`config.mk`:
```
export PLATFORM = sky130hd
export DESIGN_NAME = lsu_queue_flat
export DESIGN_NICKNAME = d
export VERILOG_FILES = /design/src/rtl/lsu_queue_if.sv /design/src/rtl/lsu_queue.sv /design/src/flat_wrapper.sv
export SDC_FILE = /design/constraint.sdc
export NUM_CORES = 1
export LEC_CHECK = 0
export ABC_AREA = 1
export CAP_MARGIN = 40
export CELL_PAD_IN_SITES_DETAIL_PLACEMENT = 0
export CELL_PAD_IN_SITES_GLOBAL_PLACEMENT = 1
export CORE_UTILIZATION = 54
export DETAILED_ROUTE_END_ITERATION = 10
export DONT_BUFFER_PORTS = 1
export PLACE_DENSITY_LB_ADDON = 0.1
export SYNTH_ARGS = -nofsm -noshare
export SYNTH_HDL_FRONTEND = slang
export SYNTH_SLANG_ARGS = --single-unit
```
`constraint.sdc`:
```
create_clock -name clk -period 8.4 [get_ports clk]
set_input_delay 1.26 -clock clk [delete_from_list [all_inputs] [get_ports clk]]
set_output_delay 1.26 -clock clk [all_outputs]
set_load 0.005 [all_outputs]
```
`src/rtl/lsu_queue_if.sv`:
```
// lsu_queue_if: core request/response and data-memory bundle for lsu_queue.
// slave = queue side, master = core plus data-memory side.
interface lsu_queue_if #(
  parameter int DATA_W = 32,
  parameter int ADDR_W = 32,
  parameter int RD_W   = 5
) ();

  // core request
  logic              req_valid_i;
  logic              req_ready_o;
  logic              req_wen_i;
  logic              req_byte_i;
  logic [ADDR_W-1:0] req_addr_i;
  logic [DATA_W-1:0] req_wdata_i;
  logic [RD_W-1:0]   req_rd_i;

  // data-memory request
  logic              mem_valid_o;
  logic              mem_wen_o;
  logic              mem_byte_o;
  logic [ADDR_W-1:0] mem_addr_o;
  logic [DATA_W-1:0] mem_wdata_o;
  logic              mem_yumi_i;

  // data-memory response
  logic              mem_rvalid_i;
  logic [DATA_W-1:0] mem_rdata_i;
  logic              mem_yumi_o;

  // core response
  logic              resp_valid_o;
  logic              resp_ready_i;
  logic [DATA_W-1:0] resp_data_o;
  logic [RD_W-1:0]   resp_rd_o;
  logic              resp_is_load_o;

  modport slave (
    input  req_valid_i, req_wen_i, req_byte_i,
    input  req_addr_i, req_wdata_i, req_rd_i,
    output req_ready_o,
    output mem_valid_o, mem_wen_o, mem_byte_o,
    output mem_addr_o, mem_wdata_o,
    input  mem_yumi_i,
    input  mem_rvalid_i, mem_rdata_i,
    output mem_yumi_o,
    output resp_valid_o, resp_data_o,
    output resp_rd_o, resp_is_load_o,
    input  resp_ready_i
  );

  modport master (
    output req_valid_i, req_wen_i, req_byte_i,
    output req_addr_i, req_wdata_i, req_rd_i,
    input  req_ready_o,
    input  mem_valid_o, mem_wen_o, mem_byte_o,
    input  mem_addr_o, mem_wdata_o,
    output mem_yumi_i,
    output mem_rvalid_i, mem_rdata_i,
    input  mem_yumi_o,
    input  resp_valid_o, resp_data_o,
    input  resp_rd_o, resp_is_load_o,
    output resp_ready_i
  );

endinterface

```
`src/rtl/lsu_queue.sv`:
```
// lsu_queue: in-order load/store queue between core and data memory.
// Ports: clk, reset (sync, active-high), bus (lsu_queue_if.slave),
//   count_o occupied entries, idle_o empty, err_o sticky stray response.
module lsu_queue #(
  parameter int DATA_W = 32,
  parameter int ADDR_W = 32,
  parameter int DEPTH  = 4,
  parameter int RD_W   = 5
) (
  input  logic                   clk,
  input  logic                   reset,
  lsu_queue_if.slave             bus,
  output logic [$clog2(DEPTH):0] count_o,
  output logic                   idle_o,
  output logic                   err_o
);

  localparam int PW = $clog2(DEPTH);
  localparam int CW = PW + 1;
  localparam int NB = DATA_W / 8;
  localparam int BW = $clog2(NB);

  typedef enum logic [1:0] {
    FREE       = 2'd0,
    WAIT_ISSUE = 2'd1,
    WAIT_RESP  = 2'd2
  } slot_e;

  typedef struct packed {
    logic              wen;
    logic              sz_byte;
    logic [ADDR_W-1:0] addr;
    logic [DATA_W-1:0] wdata;
    logic [RD_W-1:0]   rd;
  } entry_t;

  entry_t          q  [DEPTH];
  slot_e           st [DEPTH];
  logic [PW-1:0]   alloc_ptr;
  logic [PW-1:0]   issue_ptr;
  logic [PW-1:0]   retire_ptr;
  logic [CW-1:0]   count;
  logic            err;

  logic            ready;
  logic            alloc_fire;
  logic            mem_valid;
  logic            issue_fire;
  logic            ret_wait;
  logic            resp_valid;
  logic            ret_fire;
  logic            bad_rsp;
  logic [7:0]      byte_v;
  logic [DATA_W-1:0] rdata;
  entry_t          new_ent;

  // no bypass: a full queue refuses even when a retire is in flight
  assign ready      = (count < CW'(DEPTH));
  assign alloc_fire = bus.req_valid_i & ready;

  assign mem_valid  = (st[issue_ptr] == WAIT_ISSUE);
  assign issue_fire = mem_valid & bus.mem_yumi_i;

  // responses arrive in order, so they always belong to retire_ptr
  assign ret_wait   = (st[retire_ptr] == WAIT_RESP);
  assign resp_valid = bus.mem_rvalid_i & ret_wait;
  assign ret_fire   = resp_valid & bus.resp_ready_i;
  assign bad_rsp    = bus.mem_rvalid_i & ~ret_wait;

  assign new_ent.wen     = bus.req_wen_i;
  assign new_ent.sz_byte = bus.req_byte_i;
  assign new_ent.addr    = bus.req_addr_i;
  assign new_ent.wdata   = bus.req_wdata_i;
  assign new_ent.rd      = bus.req_rd_i;

  // little-endian byte lane pick for byte loads
  always_comb begin
    byte_v = '0;
    for (int i = 0; i < NB; i++) begin
      if (q[retire_ptr].addr[BW-1:0] == BW'(i))
        byte_v = bus.mem_rdata_i[8*i +: 8];
    end
  end

  always_comb begin
    rdata = '0;
    unique case (1'b1)
      (~q[retire_ptr].wen &  q[retire_ptr].sz_byte):
        rdata = DATA_W'(byte_v);
      (~q[retire_ptr].wen & ~q[retire_ptr].sz_byte):
        rdata = bus.mem_rdata_i;
      default:
        rdata = '0;
    endcase
  end

  assign bus.req_ready_o    = ready;
  assign bus.mem_valid_o    = mem_valid;
  assign bus.mem_wen_o      = q[issue_ptr].wen;
  assign bus.mem_byte_o     = q[issue_ptr].sz_byte;
  assign bus.mem_addr_o     = q[issue_ptr].addr;
  assign bus.mem_wdata_o    = q[issue_ptr].wdata;
  assign bus.mem_yumi_o     = ret_fire;
  assign bus.resp_valid_o   = resp_valid;
  assign bus.resp_data_o    = rdata;
  assign bus.resp_rd_o      = q[retire_ptr].rd;
  assign bus.resp_is_load_o = ~q[retire_ptr].wen;

  assign count_o = count;
  assign idle_o  = (count == '0);
  assign err_o   = err;

  // payload needs no reset; slot state gates every use of it
  always_ff @(posedge clk) begin
    if (alloc_fire)
      q[alloc_ptr] <= new_ent;
  end

  always_ff @(posedge clk) begin
    if (reset) begin
      alloc_ptr  <= '0;
      issue_ptr  <= '0;
      retire_ptr <= '0;
      count      <= '0;
      err        <= 1'b0;
      for (int i = 0; i < DEPTH; i++)
        st[i] <= FREE;
    end else begin
      if (alloc_fire) begin
        st[alloc_ptr] <= WAIT_ISSUE;
        alloc_ptr     <= alloc_ptr + PW'(1);
      end
      if (issue_fire) begin
        st[issue_ptr] <= WAIT_RESP;
        issue_ptr     <= issue_ptr + PW'(1);
      end
      if (ret_fire) begin
        st[retire_ptr] <= FREE;
        retire_ptr     <= retire_ptr + PW'(1);
      end
      case ({alloc_fire, ret_fire})
        2'b10:   count <= count + CW'(1);
        2'b01:   count <= count - CW'(1);
        default: count <= count;
      endcase
      if (bad_rsp)
        err <= 1'b1;
    end
  end

endmodule

```
`src/flat_wrapper.sv`:
```
// flat-port wrapper written by rule: the top's interface ports become plain ports
module lsu_queue_flat 
#(
  parameter int DATA_W = 32,
  parameter int ADDR_W = 32,
  parameter int DEPTH  = 4,
  parameter int RD_W   = 5
)
  (clk, reset, count_o, idle_o, err_o, bus_req_valid_i, bus_req_wen_i, bus_req_byte_i, bus_req_addr_i, bus_req_wdata_i, bus_req_rd_i, bus_req_ready_o, bus_mem_valid_o, bus_mem_wen_o, bus_mem_byte_o, bus_mem_addr_o, bus_mem_wdata_o, bus_mem_yumi_i, bus_mem_rvalid_i, bus_mem_rdata_i, bus_mem_yumi_o, bus_resp_valid_o, bus_resp_data_o, bus_resp_rd_o, bus_resp_is_load_o, bus_resp_ready_i);
  lsu_queue_if #(.DATA_W(DATA_W), .ADDR_W(ADDR_W), .RD_W(RD_W)) bus_i ();
  input  logic clk;
  input  logic reset;
  output logic [$clog2(DEPTH):0] count_o;
  output logic idle_o;
  output logic err_o;
  input wire logic [$bits(bus_i.req_valid_i)-1:0] bus_req_valid_i;
  input wire logic [$bits(bus_i.req_wen_i)-1:0] bus_req_wen_i;
  input wire logic [$bits(bus_i.req_byte_i)-1:0] bus_req_byte_i;
  input wire logic [$bits(bus_i.req_addr_i)-1:0] bus_req_addr_i;
  input wire logic [$bits(bus_i.req_wdata_i)-1:0] bus_req_wdata_i;
  input wire logic [$bits(bus_i.req_rd_i)-1:0] bus_req_rd_i;
  output wire logic [$bits(bus_i.req_ready_o)-1:0] bus_req_ready_o;
  output wire logic [$bits(bus_i.mem_valid_o)-1:0] bus_mem_valid_o;
  output wire logic [$bits(bus_i.mem_wen_o)-1:0] bus_mem_wen_o;
  output wire logic [$bits(bus_i.mem_byte_o)-1:0] bus_mem_byte_o;
  output wire logic [$bits(bus_i.mem_addr_o)-1:0] bus_mem_addr_o;
  output wire logic [$bits(bus_i.mem_wdata_o)-1:0] bus_mem_wdata_o;
  input wire logic [$bits(bus_i.mem_yumi_i)-1:0] bus_mem_yumi_i;
  input wire logic [$bits(bus_i.mem_rvalid_i)-1:0] bus_mem_rvalid_i;
  input wire logic [$bits(bus_i.mem_rdata_i)-1:0] bus_mem_rdata_i;
  output wire logic [$bits(bus_i.mem_yumi_o)-1:0] bus_mem_yumi_o;
  output wire logic [$bits(bus_i.resp_valid_o)-1:0] bus_resp_valid_o;
  output wire logic [$bits(bus_i.resp_data_o)-1:0] bus_resp_data_o;
  output wire logic [$bits(bus_i.resp_rd_o)-1:0] bus_resp_rd_o;
  output wire logic [$bits(bus_i.resp_is_load_o)-1:0] bus_resp_is_load_o;
  input wire logic [$bits(bus_i.resp_ready_i)-1:0] bus_resp_ready_i;
  assign bus_i.req_valid_i = bus_req_valid_i;
  assign bus_i.req_wen_i = bus_req_wen_i;
  assign bus_i.req_byte_i = bus_req_byte_i;
  assign bus_i.req_addr_i = bus_req_addr_i;
  assign bus_i.req_wdata_i = bus_req_wdata_i;
  assign bus_i.req_rd_i = bus_req_rd_i;
  assign bus_req_ready_o = bus_i.req_ready_o;
  assign bus_mem_valid_o = bus_i.mem_valid_o;
  assign bus_mem_wen_o = bus_i.mem_wen_o;
  assign bus_mem_byte_o = bus_i.mem_byte_o;
  assign bus_mem_addr_o = bus_i.mem_addr_o;
  assign bus_mem_wdata_o = bus_i.mem_wdata_o;
  assign bus_i.mem_yumi_i = bus_mem_yumi_i;
  assign bus_i.mem_rvalid_i = bus_mem_rvalid_i;
  assign bus_i.mem_rdata_i = bus_mem_rdata_i;
  assign bus_mem_yumi_o = bus_i.mem_yumi_o;
  assign bus_resp_valid_o = bus_i.resp_valid_o;
  assign bus_resp_data_o = bus_i.resp_data_o;
  assign bus_resp_rd_o = bus_i.resp_rd_o;
  assign bus_resp_is_load_o = bus_i.resp_is_load_o;
  assign bus_i.resp_ready_i = bus_resp_ready_i;
  lsu_queue #(.DATA_W(DATA_W), .ADDR_W(ADDR_W), .DEPTH(DEPTH), .RD_W(RD_W)) u_core (.clk(clk), .reset(reset), .bus(bus_i), .count_o(count_o), .idle_o(idle_o), .err_o(err_o));
endmodule
```
==> run_summary.xml, run 1 <==
<?xml version="1.0" encoding="UTF-8"?>
<metrics>
  <group name="run_status">
    <metric name="result_of_the_run" unit="">completed</metric>
  </group>
  <group name="placement">
    <metric name="dpl_cell_area" unit="sq mm">0.0128</metric>
    <metric name="gp_congestion" unit="">0.807</metric>
    <metric name="dp_hpwl" unit="mm">15.3</metric>
    <metric name="port_buffers" unit="">0</metric>
    <metric name="dpl_cells" unit="">1284</metric>
    <metric name="placement.setup.worst_slack" unit="ns">4.78</metric>
  </group>
  <group name="timing">
    <metric name="fmax" unit="MHz">239</metric>
    <metric name="worst_setup_margin" unit="ns">4.22</metric>
    <metric name="slew_worst_pin" unit="ns">0.754</metric>
    <metric name="fin_skew" unit="ns">0.0220</metric>
    <metric name="final_setup_fails" unit="">0</metric>
    <metric name="min_period" unit="ns">4.18</metric>
    <metric name="relSlewSlack" unit="%">49.7</metric>
    <metric name="finalHoldWorstSlack" unit="ns">0.492</metric>
    <metric name="report.final.hold_viol_count" unit="">0</metric>
    <metric name="finalCritPeriodShare" unit="%">49.8</metric>
    <metric name="final.setup.tns" unit="ns">0</metric>
    <metric name="rsz0062_at_grt" unit="">no</metric>
    <metric name="final_max_slew_viol_count" unit="">0</metric>
  </group>
  <group name="global_route">
    <metric name="antenna_violations_before_repair" unit="">0</metric>
    <metric name="grt_use_total" unit="%">21.6</metric>
    <metric name="met1_track_demand_over_resource_in_global_routing" unit="%">26.9</metric>
    <metric name="globalRouteMet2Util" unit="%">36.9</metric>
    <metric name="grt-ovfl-total" unit="">0</metric>
    <metric name="grt_start_max_net_pins" unit="">69</metric>
    <metric name="first_global_vias" unit="">7258</metric>
    <metric name="busiest_layer" unit="">met2</metric>
    <metric name="grt_util_met3" unit="%">7.13</metric>
    <metric name="first_pass_grt_wire_length" unit="mm">39.3</metric>
  </group>
  <group name="yosys">
    <metric name="asyncSetResetFlopFracSynth" unit="%">0</metric>
    <metric name="ys_seq_area_share" unit="%">71.9</metric>
    <metric name="dominantRegCellSynth" unit="">sky130_fd_sc_hd__edfxtp_1</metric>
    <metric name="avgSynthCellArea" unit="sq um">12.0</metric>
    <metric name="synth_compound_area_share" unit="%">10.6</metric>
    <metric name="post_synthesis_share_of_cell_area_spent_on_full_adders_half_adders_and_majority_gates" unit="%">1.46</metric>
    <metric name="synth.net_count" unit="">1164</metric>
    <metric name="syn-instance-count" unit="">1041</metric>
    <metric name="yosys_register_bits" unit="">306</metric>
    <metric name="synth_cell_types" unit="">28</metric>
    <metric name="synth-edff-count" unit="">284</metric>
    <metric name="yosysWarnings" unit="">0</metric>
    <metric name="fraction_of_synthesized_cell_area_in_xor_and_xnor_cells" unit="%">0</metric>
    <metric name="synth.cell_area" unit="sq mm">0.0125</metric>
    <metric name="synth_top_family_by_area" unit="">simple AND/OR/NAND/NOR gates</metric>
    <metric name="synth_mux_area_share" unit="%">0</metric>
    <metric name="synth-simple-area-share" unit="%">11.5</metric>
  </group>
  <group name="drt">
    <metric name="detail_route.wl_per_cell" unit="um">19.1</metric>
    <metric name="detailroute.via_count" unit="">7492</metric>
    <metric name="number_of_design_rule_violations_left_by_the_first_detailed_router_iteration" unit="">584</metric>
    <metric name="dr.pass1.iters" unit="">5</metric>
    <metric name="route.detailed.vias_per_inst" unit="">5.60</metric>
    <metric name="wirelength" unit="mm">25.6</metric>
    <metric name="drc" unit="">0</metric>
    <metric name="detail-route-antenna-nets" unit="">0</metric>
  </group>
  <group name="final_layout">
    <metric name="finish.utilization" unit="%">61.0</metric>
    <metric name="net_count_of_the_finished_layout" unit="">1155</metric>
    <metric name="stdcell_area" unit="sq mm">0.0138</metric>
    <metric name="final_cell_mix" unit="">sky130_fd_sc_hd__edfxtp_1 (284), sky130_fd_sc_hd__nor2_1 (182), sky130_fd_sc_hd__o21ai_0 (160)</metric>
    <metric name="antennaDiodeCount" unit="">0</metric>
    <metric name="layout-drive-gt1-share" unit="%">8.63</metric>
    <metric name="fillers" unit="">1785</metric>
    <metric name="finalNonFillerCells" unit="">1339</metric>
    <metric name="area_growth_syn_to_layout" unit="%">10.8</metric>
    <metric name="most_common_library_cell_in_the_layout_ignoring_fill_and_taps" unit="">sky130_fd_sc_hd__edfxtp_1</metric>
  </group>
  <group name="pwr">
    <metric name="power-per-cell-area" unit="mW/mm^2">264</metric>
    <metric name="vdd.ir_drop.worst" unit="mV">0.203</metric>
    <metric name="leakage_power_figure" unit="nW">4.96</metric>
    <metric name="total_power" unit="mW">3.65</metric>
  </group>
  <group name="worst_hold_path">
    <metric name="holdCritPathClass" unit="">reg2reg</metric>
  </group>
  <group name="die">
    <metric name="initial_core_utilization" unit="%">55.1</metric>
    <metric name="core-area" unit="sq mm">0.0226</metric>
    <metric name="io_pins" unit="">222</metric>
    <metric name="std_cell_rows" unit="">55</metric>
    <metric name="floorplan.die_area" unit="sq mm">0.0237</metric>
    <metric name="die_width" unit="um">154</metric>
    <metric name="chipHeight" unit="um">154</metric>
  </group>
  <group name="worst_setup_path">
    <metric name="crit_path_start_kind" unit="">register</metric>
    <metric name="path_class" unit="">reg2out</metric>
    <metric name="critPathCaptureType" unit="">output pin</metric>
    <metric name="worstPathRequired" unit="ns">7.14</metric>
    <metric name="timing.critical_path.fanout_max" unit="">25</metric>
    <metric name="crit_arrival" unit="ns">2.92</metric>
  </group>
  <group name="clock_network">
    <metric name="hold_buffers" unit="">0</metric>
    <metric name="tritoncts_clock_tree" unit="">built</metric>
    <metric name="clock-root-buffer" unit="">sky130_fd_sc_hd__clkbuf_16</metric>
    <metric name="cts-resized-gates" unit="">0</metric>
    <metric name="cts.htree.levels" unit="">1</metric>
    <metric name="clk_path_buf_depth" unit="">3</metric>
    <metric name="cts_made_buffers" unit="">31</metric>
    <metric name="worst_setup_hold_path_clk_slew" unit="ns">0.06</metric>
    <metric name="worstSkewPairLatency" unit="ns">0.55</metric>
    <metric name="cts_num_sinks" unit="">306</metric>
    <metric name="post_cts.repair.setup_buffers" unit="">0</metric>
  </group>
  <group name="job">
    <metric name="maxCapViolCount" unit="">0</metric>
  </group>
</metrics>
## metal layers
metal	vias up	share of wire, %	routed length (um)
li1	3650	-	-
met5	-	0	0
met1	3579	41	10400
met2	229	49	12500
met3	34	9.1	2330
met4	0	1.5	378
## power breakdown
| group | switching (mW) | internal, mW |
|---|---|---|
| sequential | 0.0401 | 1.75 |
| combinational | 0.356 | 0.140 |
| clock | 0.540 | 0.825 |
| total | 0.936 | 2.71 |
## synthesized netlist by cell type (4+ instances only)
cell type	number	area [sq um]
sky130_fd_sc_hd__edfxtp_1	284	8530
sky130_fd_sc_hd__buf_4	4	30.0
sky130_fd_sc_hd__nand2_2	5	31.3
sky130_fd_sc_hd__o21ai_0	160	801
sky130_fd_sc_hd__nand3_1	32	160
sky130_fd_sc_hd__nand2_1	99	372
sky130_fd_sc_hd__nand2_4	5	56.3
sky130_fd_sc_hd__ha_1	13	163
sky130_fd_sc_hd__buf_6	4	45.0
sky130_fd_sc_hd__o22ai_1	70	438
sky130_fd_sc_hd__inv_1	70	263
sky130_fd_sc_hd__clkbuf_1	36	135
sky130_fd_sc_hd__dfxtp_1	22	440
sky130_fd_sc_hd__nor2_1	186	698
sky130_fd_sc_hd__o21ai_1	4	20.0
sky130_fd_sc_hd__a21oi_1	11	55.1
sky130_fd_sc_hd__buf_2	11	55.1
sky130_fd_sc_hd__inv_2	8	30.0
## registers in the layout, indices dropped and copies added, names as in the netlist, named ones only
| signal | count |
|---|---|
| u_core.alloc_ptr | 2 |
| u_core.count_o | 3 |
| u_core.err_o | 1 |
| u_core.issue_ptr | 2 |
| u_core.q | 284 |
| u_core.retire_ptr | 2 |
| u_core.st | 8 |
## worst paths after layout
kind	startpoint	to	slack [ns]	depth (start not counted)
hold / removal	u_core.err_o$_SDFFE_PP0P_	u_core.err_o$_SDFFE_PP0P_	0.49	2
hold reg to reg	u_core.err_o$_SDFFE_PP0P_	u_core.err_o$_SDFFE_PP0P_	0.49	2
setup reg to reg	register	u_core.count_o[2]$_SDFFE_PP0P_	5.54	14
setup / recovery	register	bus_resp_data_o[1]	4.22	9
## kinds of logic after synthesis
logic type	Yosys count
compound gates	247
fa+ha+maj	14
simple gates	340
flops	306
buf+inv	134
## critical path, cell delays in order, from the launching register on
cell,delay (ns)
sky130_fd_sc_hd__dfxtp_1,0.81
sky130_fd_sc_hd__inv_2,0.35
sky130_fd_sc_hd__a21oi_1,0.21
sky130_fd_sc_hd__o21ai_1,0.08
sky130_fd_sc_hd__nand2_1,0.13
sky130_fd_sc_hd__inv_2,0.07
sky130_fd_sc_hd__nand2_2,0.35
sky130_fd_sc_hd__inv_2,0.18
sky130_fd_sc_hd__nand2_1,0.09
sky130_fd_sc_hd__nand2_1,0.07
## layout make-up
| class | count | area, sq um | share of cell area, % |
|---|---|---|---|
| repair buffers | 13 | 198 | 1.43 |
| flip-flops and latches | 306 | 8970 | 64.9 |
| clock inverters | 19 | 224 | 1.62 |
| well taps | 285 | 357 | 2.58 |
| clock buffers | 36 | 795 | 5.75 |
| inverters | 79 | 299 | 2.16 |
| multi-input cells | 601 | 2980 | 21.5 |
Note: power is estimated with default switching activity, not from simulation.
==> inputs of run 2 (changes only) <==
CORE_UTILIZATION = 50   (was 54)
clock period = 4.3 ns   (was 8.4 ns; I/O delays follow)
==> run_summary.xml, run 2 (same netlist as run 1, synthesis figures left out) <==
<?xml version="1.0" encoding="UTF-8"?>
<metrics>
  <group name="run_status">
    <metric name="result_of_the_run" unit="">completed</metric>
  </group>
  <group name="timing">
    <metric name="report.final.hold_viol_count" unit="">0</metric>
    <metric name="fmax" unit="MHz">306</metric>
    <metric name="final_max_slew_viol_count" unit="">0</metric>
    <metric name="rsz0062_at_grt" unit="">no</metric>
    <metric name="finalHoldWorstSlack" unit="ns">0.155</metric>
    <metric name="relSlewSlack" unit="%">41.9</metric>
    <metric name="final_setup_fails" unit="">0</metric>
    <metric name="final.setup.tns" unit="ns">0</metric>
    <metric name="fin_skew" unit="ns">0.00841</metric>
    <metric name="min_period" unit="ns">3.26</metric>
    <metric name="finalCritPeriodShare" unit="%">75.9</metric>
    <metric name="slew_worst_pin" unit="ns">0.872</metric>
    <metric name="worst_setup_margin" unit="ns">1.04</metric>
  </group>
  <group name="worst_setup_path">
    <metric name="critical_path.cell_chain" unit="">inv_2, a21oi_1, o21ai_1, nand2_1, inv_2, nand2_2, inv_2, nand2_1, nand2_1</metric>
    <metric name="worstPathRequired" unit="ns">3.65</metric>
    <metric name="worst_r2r_path_depth" unit="">15</metric>
    <metric name="crit_path_slowest_cell" unit="">sky130_fd_sc_hd__dfxtp_1</metric>
    <metric name="worst_path_dominant_cell_family" unit="">simple AND/OR/NAND/NOR gates</metric>
    <metric name="worst-path-buf-inv" unit="">3</metric>
    <metric name="path_class" unit="">reg2out</metric>
    <metric name="crit_arrival" unit="ns">2.62</metric>
    <metric name="critPathCaptureType" unit="">output pin</metric>
    <metric name="crit_path_start_kind" unit="">register</metric>
    <metric name="timing.critical_path.slowest_cell_delay" unit="ns">0.65</metric>
    <metric name="timing.critical_path.fanout_max" unit="">25</metric>
    <metric name="worstSetupPathDepth" unit="">9</metric>
  </group>
  <group name="drt">
    <metric name="detail_route.wl_per_cell" unit="um">19.0</metric>
    <metric name="detailroute.via_count" unit="">7534</metric>
    <metric name="number_of_design_rule_violations_left_by_the_first_detailed_router_iteration" unit="">527</metric>
    <metric name="detail-route-antenna-nets" unit="">0</metric>
    <metric name="drc" unit="">0</metric>
    <metric name="route.detailed.vias_per_inst" unit="">5.45</metric>
    <metric name="dr.pass1.iters" unit="">4</metric>
    <metric name="wirelength" unit="mm">26.2</metric>
  </group>
  <group name="global_route">
    <metric name="first_pass_grt_wire_length" unit="mm">41.1</metric>
    <metric name="grt-ovfl-total" unit="">0</metric>
    <metric name="first_global_vias" unit="">7521</metric>
    <metric name="grt_start_max_net_pins" unit="">90</metric>
    <metric name="grt_use_total" unit="%">20.6</metric>
    <metric name="antenna_violations_before_repair" unit="">0</metric>
  </group>
  <group name="pwr">
    <metric name="power-per-cell-area" unit="mW/mm^2">515</metric>
    <metric name="total_power" unit="mW">7.10</metric>
    <metric name="leakage_power_figure" unit="nW">4.94</metric>
    <metric name="vdd.ir_drop.worst" unit="mV">0.419</metric>
  </group>
  <group name="final_layout">
    <metric name="antennaDiodeCount" unit="">0</metric>
    <metric name="finalNonFillerCells" unit="">1382</metric>
    <metric name="finish.utilization" unit="%">56.6</metric>
    <metric name="final_cell_mix" unit="">sky130_fd_sc_hd__edfxtp_1 (284), sky130_fd_sc_hd__nor2_1 (182), sky130_fd_sc_hd__o21ai_0 (160)</metric>
    <metric name="largest_register_ffs" unit="">284</metric>
    <metric name="layout-drive-gt1-share" unit="%">8.70</metric>
    <metric name="net_count_of_the_finished_layout" unit="">1157</metric>
    <metric name="fillers" unit="">2015</metric>
    <metric name="area_growth_syn_to_layout" unit="%">10.6</metric>
    <metric name="top_register" unit="">u_core.q</metric>
    <metric name="most_common_library_cell_in_the_layout_ignoring_fill_and_taps" unit="">sky130_fd_sc_hd__edfxtp_1</metric>
    <metric name="stdcell_area" unit="sq mm">0.0138</metric>
  </group>
  <group name="placement">
    <metric name="dp_hpwl" unit="mm">15.4</metric>
    <metric name="gp_congestion" unit="">0.756</metric>
    <metric name="placement.setup.worst_slack" unit="ns">1.58</metric>
    <metric name="dpl_cells" unit="">1325</metric>
    <metric name="dpl_cell_area" unit="sq mm">0.0128</metric>
    <metric name="port_buffers" unit="">0</metric>
  </group>
  <group name="die">
    <metric name="die_width" unit="um">160</metric>
    <metric name="core-area" unit="sq mm">0.0244</metric>
    <metric name="chipHeight" unit="um">160</metric>
    <metric name="std_cell_rows" unit="">57</metric>
    <metric name="floorplan.die_area" unit="sq mm">0.0256</metric>
    <metric name="initial_core_utilization" unit="%">51.1</metric>
    <metric name="io_pins" unit="">222</metric>
  </group>
  <group name="clock_network">
    <metric name="hold_buffers" unit="">0</metric>
    <metric name="cts_num_sinks" unit="">306</metric>
    <metric name="worstSkewPairLatency" unit="ns">0.56</metric>
    <metric name="clk_path_buf_depth" unit="">3</metric>
    <metric name="cts.htree.levels" unit="">1</metric>
    <metric name="cts_made_buffers" unit="">31</metric>
    <metric name="cts-resized-gates" unit="">0</metric>
    <metric name="clock-root-buffer" unit="">sky130_fd_sc_hd__clkbuf_16</metric>
    <metric name="post_cts.repair.setup_buffers" unit="">0</metric>
    <metric name="tritoncts_clock_tree" unit="">built</metric>
    <metric name="worst_setup_hold_path_clk_slew" unit="ns">0.06</metric>
  </group>
  <group name="worst_hold_path">
    <metric name="holdCritPathClass" unit="">in2reg</metric>
    <metric name="timing.hold.worst_path_depth" unit="">1</metric>
  </group>
  <group name="job">
    <metric name="maxCapViolCount" unit="">0</metric>
  </group>
</metrics>
## run 2: cell count changes in the layout (fill, tap and decap cells not counted), sizes merged
cell and delta:
inv +1, clkinv -1, clkinvlp -2, buf +2
clkbuf +5, bufinv -1
## run 2: path summary, 6_finish.rpt
| kind | start | slack [ns] | endpoint |
|---|---|---|---|
| worst min-delay path | reset | 0.16 | u_core.count_o[1]$_SDFFE_PP0P_ |
| worst max-delay path | register | 1.04 | bus_resp_data_o[0] |
| worst max register to register | register | 1.62 | u_core.count_o[2]$_SDFFE_PP0P_ |
| worst min register to register | u_core.err_o$_SDFFE_PP0P_ | 0.51 | u_core.err_o$_SDFFE_PP0P_ |
## run 2: final cells by class
| class | count | area [sq um] | area share, % |
|---|---|---|---|
| timing repair buffer | 15 | 138 | 0.998 |
| inverter | 79 | 299 | 2.17 |
| sequential | 306 | 8970 | 65.0 |
| clock inverter | 16 | 193 | 1.40 |
| multi-input combinational | 601 | 2980 | 21.6 |
| tap | 324 | 405 | 2.94 |
| clock buffer | 41 | 813 | 5.89 |
## run 2: power breakdown
| part | switching (mW) | total (mW) | internal, mW | leakage, nW |
|---|---|---|---|---|
| Combinational | 0.711 | 0.980 | 0.269 | 1.66 |
| Clock | 1.07 | 2.64 | 1.57 | 0.492 |
| Sequential | 0.0668 | 3.48 | 3.42 | 2.79 |
| Total | 1.85 | 7.10 | 5.26 | 4.94 |
## run 2: per-layer routing
| metal | routed length, um | global-route usage (%) | vias up | part of all wire, % |
|---|---|---|---|---|
| li1 | - | - | 3661 | - |
| met1 | 10800 | 24.8 | 3621 | 41 |
| met2 | 12800 | 35.3 | 205 | 49 |
| met3 | 1930 | 6.13 | 47 | 7.3 |
| met4 | 707 | 6.54 | 0 | 2.7 |
| met5 | 0 | 0 | - | 0 |
==> RTL change: new RTL, config.mk and constraints of run 2 <==
Register the output `count_o` once more, with the module's reset; this adds one clock of latency there. The other outputs are not delayed to match.
--- a/src/rtl/lsu_queue.sv
+++ b/src/rtl/lsu_queue.sv
@@ -108,3 +108,9 @@
 
-  assign count_o = count;
+  always_ff @(posedge clk) begin
+    if (reset) begin
+      count_o <= '0;
+    end else begin
+      count_o <= count;
+    end
+  end
   assign idle_o  = (count == '0);
Behaviour: not the same (Yosys sat finds a counterexample within 4 cycles, from zero or initial values and one cycle with reset high).
==> RTL change against run 2 <==
Sequential share of layout area rose by 0.087 points; sequential cell count is 3 higher; power is 0.57% higher; setup slack worse by 23 ps; first-iteration DRC count decreased by 17%; hold slack improved by 54 ps; cell area grew 0.53%; critical endpoint is now bus_resp_data_o[3]; area after synthesis grew 0.40%; critical path type unchanged; wire length rose by 3.4%; die area increased by 0.39%; utilization up 0.14 points.
==> RTL change: results (changes against run 2) <==
synth top area cells: edfxtp_1 (68%), o21ai_0 (6.5%), nor2_1 (5.7%), dfxtp_1 (4.0%), o22ai_1 (3.5%) (was edfxtp_1 (68%), o21ai_0 (6.4%), nor2_1 (5.6%), dfxtp_1 (3.5%), o22ai_1 (3.5%))
ys async rst share: 0% (unchanged)
status: finished clean (unchanged)
1st-iter DRT viols: 437 (was 527)
Wirelength per Cell: 19.6 um (was 19.0 um)
adder-cell share of the synthesized area: 1.46% (about the same)
Compound-Gate Fraction of Synth Area: 10.7% (was 10.6%)
reg2reg end: u_core.count[2]$_SDFFE_PP0P_ (was u_core.count_o[2]$_SDFFE_PP0P_)
Yosys Warn Count: 0 (unchanged)
met3 GRT Util: 6.21% (was 6.13%)
Global Route Usage Sum: 21.2% (was 20.6%)
total number of vias: 7564 (was 7534)
vias in the first global route: 7518 (was 7521)
Resized cells post-CTS: 0 (unchanged)
Peak VDD IR: 0.438 mV (was 0.419 mV)
CP Max Fanout: 25 (unchanged)
total CTS buffers: 34 (was 31)
# fillers: 2066 (was 2015)
hold_ws: 209 ps (was 155 ps)
drt pass-1 iters: 5 (was 4)
Seq/Total Area, Yosys: 72.1% (was 71.9%)
Hold EP: u_core.count_o[1]$_SDFF_PP0_ (was u_core.count_o[1]$_SDFFE_PP0P_)
later-pin clock latency in the skew report: 510 ps (was 560 ps)
commonest cells in the netlist: edfxtp_1 (284), nor2_1 (189), o21ai_0 (162) (was edfxtp_1 (284), nor2_1 (186), o21ai_0 (160))
gpl congestion: 0.767 (was 0.756)
CP arrival: 2640 ps (was 2620 ps)
DP HPWL: 15900 um (was 15400 um)
measured slew at the worst slew-check pin: 845 ps (was 872 ps)
Layout Skew: 14.3 ps (was 8.41 ps)
Leak: 4.97 nW (was 4.94 nW)
Placed Area: 12800 sq um (about the same)
largest net degree at the start of global routing: 84 (was 90)
global-route wire length before repair: 41900 um (was 41100 um)
Synth Area in XOR/XNOR: 0% (unchanged)
mux cell area share after synthesis: 0% (unchanged)
Reg2Reg Depth: 13 (was 15)
CTS H-tree depth: 2 (was 1)
met2 Usage GRT: 37.4% (was 35.3%)
share of cells above drive strength 1: 8.18% (was 8.70%)
GR peak layer: met2 (unchanged)
Reg2Reg Setup Slack: 1580 ps (was 1620 ps)
met1 global-route usage: 25.2% (was 24.8%)
syn nets: 1171 (was 1164)
[RTL change: changes by cell type after synthesis, moves of 2 or more]
cell / change
inv_2: -2
o21ai_0: +2
dfxtp_1: +3
nor2_1: +3
inv_1: +3
nand3_1: -3
nand2_4: -2
nand2_1: +3
[RTL change: logic make-up (layout without fill, tap and decap cells)]
family,after synthesis,count (layout)
simple gates,341,341
flops,309,309
compound gates,249,249
buf+inv,135,151
fa+ha+maj,14,14
[RTL change: layer usage]
metal | part of all wire (%) | vias up
li1 | - | 3686
met1 | 42 | 3642
met2 | 50 | 205
met3 | 7.2 | 31
met4 | 1.5 | 0
met5 | 0 | -
[RTL change: critical path, cell delays in order (launching register included)]
cell and delay [ps]:
dfxtp_1 600, inv_1 340, a21oi_1 190, o21ai_1 80
nand2_1 140, inv_2 70, nand2_2 340, inv_2 180
nand2_1 90, nand2_1 80
[RTL change: area by class of cell]
class / instances / area (sq um) / share of cell area [%]
Clock buffer: 41 / 902 / 6.50
Clock inverter: 17 / 121 / 0.875
Inverter: 80 / 303 / 2.18
Multi-Input combinational cell: 604 / 2960 / 21.4
Sequential cell: 309 / 9030 / 65.1
Tap cell: 324 / 405 / 2.92
Timing Repair Buffer: 13 / 143 / 1.03
[RTL change: metrics by stage]
stage,setup slack (ps),total power [mW],std cells
after floorplan,-181,4.29,1048
after global placement,1500,4.56,1329
after detailed placement,1500,4.57,1330
after CTS,960,7.23,1388
after global routing,733,7.45,1388
final,1010,7.15,1388
[RTL change: worst max path at each step]
stage	from	endpoint	slack (ps)	cells after the start
floorplan	bus_req_valid_i	u_core.q[0][0]$_DFFE_PP_	-180	4
global route	flip-flop	bus_resp_data_o[5]	730	9
CTS	flip-flop	bus_resp_data_o[3]	960	9
global placement	flip-flop	bus_resp_data_o[1]	1500	9
detailed placement	flip-flop	bus_resp_data_o[3]	1500	9
finish	flip-flop	bus_resp_data_o[3]	1010	9
[RTL change: where the power goes]
part | leakage [nW] | internal [mW] | total [mW] | switching [mW]
registers | 2.81 | 3.45 | 3.52 | 0.0683
logic | 1.66 | 0.267 | 0.975 | 0.708
clock network | 0.503 | 1.55 | 2.66 | 1.10
